<file path="src/rtl/reg_wb_pkg.sv">
// rtl/reg_wb_pkg.sv - shared constants and grant encoding for the writeback arbiter
//
// Purpose: default widths, the hard-wired zero register address, and the
//          two-way grant encoding used by reg_wb_arbiter and rr_arb2.
// Ports:   none (package)
package reg_wb_pkg;

  localparam int REG_WIDTH     = 32;  // default data width of one register
  localparam int REG_WIDTH_ADD = 5;   // default register address width
  localparam int REG_ZERO      = 0;   // register 0 reads as zero, never written

  // Identity of the requester that won the most recent transfer.
  typedef enum logic {
    GRANT_A = 1'b0,
    GRANT_B = 1'b1
  } grant_t;

endpackage

</file>
<file path="src/rtl/rr_arb2.sv">
// rtl/rr_arb2.sv - two-way round-robin grant logic
//
// Purpose: one-hot grant for two requesters; a lone requester always wins,
//          a tie goes to the requester that did not win last time.
// Ports:   req[1:0]   in   request lines (bit 0 = A, bit 1 = B)
//          last_grant in   requester granted on the most recent transfer
//          gnt[1:0]   out  one-hot (or zero) grant, same bit order as req
module rr_arb2
  import reg_wb_pkg::*;
(
  input  logic [1:0] req,
  input  grant_t     last_grant,
  output logic [1:0] gnt
);

  always_comb begin
    gnt    = 2'b00;
    gnt[0] = req[0] & (~req[1] | (last_grant == GRANT_B));
    gnt[1] = req[1] & (~req[0] | (last_grant == GRANT_A));
  end

endmodule

</file>
<file path="src/rtl/reg_wb_arbiter.sv">
// rtl/reg_wb_arbiter.sv - register-file writeback arbiter with hazard stall
//
// Purpose: merges ALU (A) and load (B) writeback requests onto the single
//          register-file write port, flags decode-stage RAW hazards and
//          counts contended cycles.
// Ports:   clk, reset                 clock, synchronous active-high reset
//          a_valid/a_addr/a_data      requester A write request
//          a_ready                    requester A accepted this cycle
//          b_valid/b_addr/b_data      requester B write request
//          b_ready                    requester B accepted this cycle
//          rd_addr1, rd_addr2         decode-stage source register addresses
//          stall                      a source register has a write outstanding
//          we_out/waddr_out/wdata_out registered register-file write port
//          conflict_cnt               saturating count of contended cycles
module reg_wb_arbiter
  import reg_wb_pkg::*;
#(
  parameter int WIDTH     = REG_WIDTH,
  parameter int WIDTH_ADD = REG_WIDTH_ADD
) (
  input  logic                 clk,
  input  logic                 reset,
  input  logic                 a_valid,
  input  logic [WIDTH_ADD-1:0] a_addr,
  input  logic [WIDTH-1:0]     a_data,
  output logic                 a_ready,
  input  logic                 b_valid,
  input  logic [WIDTH_ADD-1:0] b_addr,
  input  logic [WIDTH-1:0]     b_data,
  output logic                 b_ready,
  input  logic [WIDTH_ADD-1:0] rd_addr1,
  input  logic [WIDTH_ADD-1:0] rd_addr2,
  output logic                 stall,
  output logic                 we_out,
  output logic [WIDTH_ADD-1:0] waddr_out,
  output logic [WIDTH-1:0]     wdata_out,
  output logic [15:0]          conflict_cnt
);

  localparam logic [WIDTH_ADD-1:0] ZERO_ADDR = WIDTH_ADD'(REG_ZERO);

  grant_t               last_grant;
  logic [1:0]           req;
  logic [1:0]           gnt;
  logic                 xfer;
  logic [WIDTH_ADD-1:0] sel_addr;
  logic [WIDTH-1:0]     sel_data;

  // Masking requests during reset keeps ready low without a separate gate.
  assign req = reset ? 2'b00 : {b_valid, a_valid};

  rr_arb2 u_rr_arb2 (
    .req        (req),
    .last_grant (last_grant),
    .gnt        (gnt)
  );

  assign a_ready  = gnt[0];
  assign b_ready  = gnt[1];
  assign xfer     = gnt[0] | gnt[1];
  assign sel_addr = gnt[1] ? b_addr : a_addr;
  assign sel_data = gnt[1] ? b_data : a_data;

  always_ff @(posedge clk) begin
    if (reset) begin
      we_out       <= 1'b0;
      waddr_out    <= '0;
      wdata_out    <= '0;
      conflict_cnt <= 16'h0000;
      last_grant   <= GRANT_B;
    end else begin
      // Writes to register 0 are accepted from the requester but dropped here.
      we_out <= xfer && (sel_addr != ZERO_ADDR);
      if (xfer) begin
        waddr_out  <= sel_addr;
        wdata_out  <= sel_data;
        last_grant <= gnt[1] ? GRANT_B : GRANT_A;
      end
      if (a_valid && b_valid && (conflict_cnt != 16'hFFFF)) begin
        conflict_cnt <= conflict_cnt + 16'h0001;
      end
    end
  end

  // A source register is hazardous while either requester holds a pending
  // write to it or the write port is committing it this cycle.
  logic hz1, hz2;
  always_comb begin
    hz1 = (rd_addr1 != ZERO_ADDR) &&
          ((a_valid && (rd_addr1 == a_addr)) ||
           (b_valid && (rd_addr1 == b_addr)) ||
           (we_out  && (rd_addr1 == waddr_out)));
    hz2 = (rd_addr2 != ZERO_ADDR) &&
          ((a_valid && (rd_addr2 == a_addr)) ||
           (b_valid && (rd_addr2 == b_addr)) ||
           (we_out  && (rd_addr2 == waddr_out)));
    stall = hz1 | hz2;
  end

endmodule

</file>
<file path="config.mk">
export PLATFORM = sky130hd
export DESIGN_NAME = reg_wb_arbiter
export DESIGN_NICKNAME = d
export VERILOG_FILES = /design/src/rtl/reg_wb_pkg.sv /design/src/rtl/rr_arb2.sv /design/src/rtl/reg_wb_arbiter.sv
export SDC_FILE = /design/constraint.sdc
export NUM_CORES = 1
export LEC_CHECK = 0
export ABC_CLOCK_PERIOD_IN_PS = 1900
export BUFFER_PORTS_ARGS = -buffer_cell sky130_fd_sc_hd__buf_2
export CAP_MARGIN = 10
export CORE_MARGIN = 5
export CORE_UTILIZATION = 46
export CTS_BUF_LIST = sky130_fd_sc_hd__clkbuf_8 sky130_fd_sc_hd__clkbuf_16
export CTS_CLUSTER_DIAMETER = 50
export DETAILED_ROUTE_END_ITERATION = 6
export HOLD_SLACK_MARGIN = 0.08
export PLACE_DENSITY = 0.88
export SYNTH_ARGS = -nofsm -noshare
export SYNTH_HDL_FRONTEND = slang
export SYNTH_SLANG_ARGS = --single-unit
</file>
<file path="constraint.sdc">
create_clock -name clk -period 1.9 [get_ports clk]
set_input_delay 0.19 -clock clk [delete_from_list [all_inputs] [get_ports clk]]
set_output_delay 0.19 -clock clk [all_outputs]
set_load 0.005 [all_outputs]
</file>
==> results.yml, run 1 <==
logic_synthesis:
  yosysMostFrequentCell: "nand2_1"
  yosys-top-cells-count: "nand2_1, nor2_1, dfxtp_1, a311oi_1, xnor2_1"
  avgSynthCellArea_um2: 7.85
  yosysUniqueCellTypes: 40
  synth_edf_count: 0
  synth_ff_type: "dfxtp_1"
  syn_inst: 370
  synth_top_area_share_pct: 37.9
  syn-num-nets: 459
  syn_area_um2: 2900
  synthTopCellsByArea: "dfxtp_1, nand2_1, a311oi_1"
  yosys.area_share.simple_pct: 29.4
  synthMuxAreaShare_pct: 0.345
  ys_seq_area_share_pct: 37.9
  synth_top_area_cell: "dfxtp_1"
  synthAdderAreaFrac_pct: 0.431
  synth_xor_area_share_pct: 11.8
  ys_warn_count: 0
  synth_top_family_by_area: "simple AND/OR/NAND/NOR gates"
  ys_async_sr_fraction_pct: 0
  ys_seq_elements: 55
  synth_compound_gate_area_share_pct: 15.7
grt:
  grt_usage_pct: 21.8
  overflow: 0
  grt_pass1_vias: 3001
  antenna_found_initial: 0
  grt_first_pass_wirelength_mm: 14.0
  grt_max_degree: 54
power:
  power.leakage_nw: 1.75
  ir_worst_vdd_mv: 0.336
  power_per_cell_area_nw_per_um2: 642
critical_path:
  end_kind: "output pin"
  crit_type: "reg -> out"
  worstSetupStartpointType: "flip-flop"
  critPathMaxFanout: 4
  r2r_setup_slack_ns: 0.16
  r2r-start: "conflict_cnt[1]"
  cp_data_required_time_ns: 1.71
  r2r-end: "conflict_cnt[14]"
  crit_start: "waddr_out[0]"
  cp_data_arrival_time_ns: 1.59
  crit_end: "stall"
  rr_worst_depth: 6
die:
  io_pins: 145
  die_area_um2: 8000
  die_w_um: 89.4
  start_util_pct: 46.5
  die_h_um: 89.4
  core_um2: 6240
  row_count: 29
route:
  routed_wl_mm: 8.49
  ant_nets: 0
  drcViolationCount: 0
  drtIter0Drc: 172
  dr.pass1.iters: 4
  via_count: 3175
  vias_per_cell: 5.45
  wl_per_cell_um: 14.6
clocking:
  post_cts_buffers: 0
  cts_tree: "done"
  clk_latency_ns: 0.30
  cts_root_buffer: "clkbuf_8"
  h-tree-depth: 2
  post_cts_resized: 0
  clock_sinks: 55
  clk_pin_slew_ns: 0.10
  cts_made_buffers: 5
  cts_buffer_depth: 2
  postCtsHoldBufs: 0
sta:
  finalWorstSetupSlack_ns: 0.121
  finalSetupViolCount: 0
  finalMaxSlewViolations: 0
  post-route-period-util_pct: 93.6
  max_freq_ghz: 0.562
  worst_slew_pin_slew_ns: 0.555
  fin_skew_ns: 0.00835
  hold_viol: 0
  rsz0062_at_grt: "no"
  tns_ns: 0
  whs_ns: 0.136
  post-route-min-period_ns: 1.78
  relSlewSlack_pct: 63.0
place:
  gp_congestion: 0.919
  place_inst: 575
  port_buffers: 144
  dp_hpwl_mm: 6.50
  dp_slack_ns: 0.108
final_layout:
  fin_nets: 594
  synthToLayoutAreaGrowth_pct: 30.4
  insertedDiodeCount: 0
  drive_gt1_share_pct: 33.0
  nFillCells: 572
  layoutNonFillerInstCount: 583
run:
  maxCapViolCount: 0
hold_path:
  worstHoldPathType: "in -> reg"
outcome:
  outcome: "completed"
==> power by group <==
| group | switching [mW] | internal (mW) | leakage (nW) |
|---|---|---|---|
| Clock | 0.370 | 0.294 | 0.0526 |
| Sequential | 0.0467 | 1.22 | 0.453 |
| Combinational | 0.260 | 0.239 | 1.25 |
| Total | 0.677 | 1.75 | 1.75 |
==> cell usage in the layout (no fill, tap or decap), drive strengths merged, types with 3 or more instances in the layout <==
master | synthesis | final
a211oi | 4 | 4
a311oi | 37 | 37
a31oi | 6 | 6
and3 | 4 | 4
buf | 15 | 153
clkbuf | 10 | 6
dfxtp | 55 | 55
inv | 3 | 4
nand2 | 88 | 88
nand3 | 7 | 7
nand4 | 8 | 8
nor2 | 60 | 60
nor3 | 6 | 6
nor4 | 5 | 5
or4 | 3 | 3
xnor2 | 31 | 31
xor2 | 8 | 8
==> area by class of cell <==
| cell class | instances | area (um^2) | area share [%] |
|---|---|---|---|
| Timing Repair Buffer | 153 | 801 | 21.2 |
| Clock inverter | 2 | 12.5 | 0.330 |
| Sequential cell | 55 | 1100 | 29.1 |
| Inverter | 3 | 11.3 | 0.297 |
| Clock buffer | 6 | 82.6 | 2.18 |
| Tap cell | 77 | 96.3 | 2.54 |
| Multi-Input combinational cell | 287 | 1680 | 44.4 |
==> metrics by stage <==
stage                     util [%]  area, um^2  power [mW]
after floorplan                  -        2900        1.55
after global placement        59.1        3690        1.78
after detailed placement      59.1        3690        1.79
after CTS                     60.6        3780        2.46
after global routing          60.7        3790        2.58
final                         60.7        3790        2.43
==> registers in the layout, summed over array words and instances, names as in the netlist <==
| signal | flops |
|---|---|
| last_grant | 1 |
| conflict_cnt | 16 |
| wdata_out | 32 |
| we_out | 1 |
| waddr_out | 5 |
==> critical path, cell delays in order (launching register included) <==
cell and delay (ns):
dfxtp_1 0.37, xor2_1 0.18, nor4_1 0.29, a31oi_1 0.13
o211ai_1 0.17, buf_2 0.14
==> per-layer routing <==
metal	share of wire, %	routed length, um	vias up	track usage (%)
met2	48	4100	152	36.2
met5	0	0	-	0
met3	9.6	814	17	5.35
met4	1.5	129	0	6.90
met1	41	3450	1445	27.7
li1	-	-	1561	-
==> how the worst min path moves through the flow <==
| stage | startpoint | to | slack (ns) | cells past startpoint |
|---|---|---|---|---|
| global route | b_data[28] | wdata_out[28] | 0.13 | 3 |
| CTS | b_data[28] | wdata_out[28] | 0.13 | 3 |
| floorplan | b_addr[4] | waddr_out[4] | 0.35 | 2 |
| global placement | b_data[24] | wdata_out[24] | 0.45 | 3 |
| finish | b_data[28] | wdata_out[28] | 0.14 | 3 |
| detailed placement | b_data[28] | wdata_out[28] | 0.46 | 3 |
==> kinds of logic (layout without fill, tap and decap cells) <==
kind of cell / after synthesis / in the layout
compound gates: 57 / 57
fa+ha+maj: 1 / 1
buf+inv: 28 / 164
xor+xnor: 39 / 39
mux: 1 / 1
flops: 55 / 55
simple gates: 189 / 189
(Power assumes the default switching activity.)
==> inputs of run 2 (changes only) <==
--- a/config.mk
+++ b/config.mk
@@ -9,12 +9,12 @@
 export BUFFER_PORTS_ARGS = -buffer_cell sky130_fd_sc_hd__buf_2
 export CAP_MARGIN = 10
 export CORE_MARGIN = 5
-export CORE_UTILIZATION = 46
+export CORE_UTILIZATION = 45
 export CTS_BUF_LIST = sky130_fd_sc_hd__clkbuf_8 sky130_fd_sc_hd__clkbuf_16
 export CTS_CLUSTER_DIAMETER = 50
 export DETAILED_ROUTE_END_ITERATION = 6
 export HOLD_SLACK_MARGIN = 0.08
-export PLACE_DENSITY = 0.88
+export PLACE_DENSITY = 0.87
 export SYNTH_ARGS = -nofsm -noshare
 export SYNTH_HDL_FRONTEND = slang
 export SYNTH_SLANG_ARGS = --single-unit
==> constraint.sdc (replaced) <==
create_clock -name clk -period 1.9 [get_ports clk]
set_input_delay 0.285 -clock clk [delete_from_list [all_inputs] [get_ports clk]]
set_output_delay 0.285 -clock clk [all_outputs]
set_load 0.005 [all_outputs]
==> run 2 against run 1 <==
  * Sequential share of layout area fell by 0.22 points
  * Utilization fell by 0.10 points
  * Hold slack improved by 0.089 ns
  * Sequential power barely moved
  * Maximum frequency fell by 2.9%
  * Flip-flop and latch count did not move
==> results.yml, run 2 (synthesis gave the netlist of run 1 again) <==
outcome:
  outcome: "completed"
final_layout:
  largest_reg_flops: 32
  nFillCells: 584
  layout_commonest_cell: "buf_2"
  largestRegisters: "wdata_out (32), conflict_cnt (16), waddr_out (5)"
  drive_gt1_share_pct: 34.1
  seq_area_um2: 1100
  layout_common_cells: "buf_2, nand2_1, nor2_1, dfxtp_1, a311oi_1"
  final_cell_area_um2: 3820
  synthToLayoutAreaGrowth_pct: 31.7
  fin_nets: 595
  multi_input_area_um2: 1690
  insertedDiodeCount: 0
  largest-register: "wdata_out"
  layoutNonFillerInstCount: 584
power:
  power_per_cell_area_nw_per_um2: 632
  ir_worst_vdd_mv: 0.441
  power.leakage_nw: 1.75
sta:
  rsz0062_at_grt: "yes"
  relSlewSlack_pct: 62.5
  max_freq_ghz: 0.546
  finalWorstSetupSlack_ns: 0.0680
  post-route-period-util_pct: 96.4
  tns_ns: 0
  fin_skew_ns: 0.00856
  hold_viol: 0
  worst_slew_pin_slew_ns: 0.563
  post-route-min-period_ns: 1.83
  finalMaxSlewViolations: 0
  whs_ns: 0.225
  finalSetupViolCount: 0
clocking:
  clk_pin_slew_ns: 0.11
  clock_sinks: 55
  cts_root_buffer: "clkbuf_8"
  cts_made_buffers: 5
  cts_tree: "done"
  clk_latency_ns: 0.31
  cts_buffer_depth: 2
  h-tree-depth: 2
route:
  drtIter0Drc: 175
  dr.pass1.iters: 4
  via_count: 3151
  wl_per_cell_um: 14.2
  routed_wl_mm: 8.31
  ant_nets: 0
  drcViolationCount: 0
  vias_per_cell: 5.40
critical_path:
  worstSetupStartpointType: "flip-flop"
  cp_data_arrival_time_ns: 1.55
  critPathMaxFanout: 4
  cp_data_required_time_ns: 1.62
  end_kind: "output pin"
  crit_type: "reg -> out"
die:
  io_pins: 145
  die_h_um: 90.3
  die_area_um2: 8160
  die_w_um: 90.3
  start_util_pct: 46.0
  core_um2: 6310
  row_count: 29
grt:
  grt_usage_pct: 19.9
  grt_max_degree: 56
  grt_pass1_vias: 2990
  overflow: 0
  antenna_found_initial: 0
  grt_first_pass_wirelength_mm: 14.0
place:
  port_buffers: 144
  placed_cell_area_um2: 3710
  place_inst: 574
  dp_slack_ns: 0.0640
  gp_congestion: 0.934
  dp_hpwl_mm: 6.30
run:
  maxCapViolCount: 0
hold_path:
  worstHoldPathType: "in -> reg"
-- run 2: cell types whose count changed in the layout (fill, tap and decap cells not counted), moves of 2 or more --
cell | before | now
dfxtp_2 | 1 | 3
clkinvlp_4 | 0 | 2
buf_12 | 1 | 3
dfxtp_1 | 54 | 52
-- run 2: worst paths after layout --
path / from / to / slack (ns) / cells after the start
setup reg to reg: conflict_cnt[1] / conflict_cnt[14] / 0.16 / 6
hold / removal: a_data[17] / wdata_out[17] / 0.23 / 3
hold reg to reg: wdata_out[25] / wdata_out[25] / 0.50 / 2
setup / recovery: waddr_out[0] / stall / 0.07 / 5
-- run 2: cell type report --
| class | count | area share [%] |
|---|---|---|
| Clock buffer | 5 | 1.80 |
| Clock inverter | 3 | 0.524 |
| Inverter | 3 | 0.295 |
| Multi-Input combinational cell | 287 | 44.2 |
| Sequential cell | 55 | 28.9 |
| Tap cell | 77 | 2.52 |
| Timing Repair Buffer | 154 | 21.8 |
-- run 2: layer usage --
metal	vias up	global-route usage (%)	share of wire [%]
li1	1563	-	-
met1	1436	24.9	41
met2	141	33.0	48
met3	11	5.83	9.8
met4	0	5.71	1.2
met5	-	0	0
-- run 2: power by group --
group | switching, mW | leakage, nW | total [mW] | internal, mW
sequential | 0.0443 | 0.454 | 1.27 | 1.22
combinational | 0.264 | 1.26 | 0.509 | 0.245
clock | 0.385 | 0.0402 | 0.642 | 0.258
-- run 2: worst max-delay path, cell delays in order (launching register included) --
cell,delay (ns)
dfxtp_2,0.37
xor2_1,0.17
nor4_2,0.27
a31oi_1,0.12
o211ai_1,0.17
buf_2,0.14
-- run 2: stage by stage --
stage	util [%]	power, mW
after CTS	60.1	2.45
after global routing	60.6	2.55
after floorplan	-	1.55
final	60.6	2.42
after detailed placement	58.7	1.80
after global placement	58.7	1.79
-- run 2: what timing repair did --
| item | 4_1_cts | 5_1_grt |
|---|---|---|
| hold buffers | 0 | 0 |
| setup endpoints to repair | 1 | 9 |
| resized for setup | 1 | 4 |
| buffers inserted | 0 | 2 |
| pin swaps | 0 | 1 |
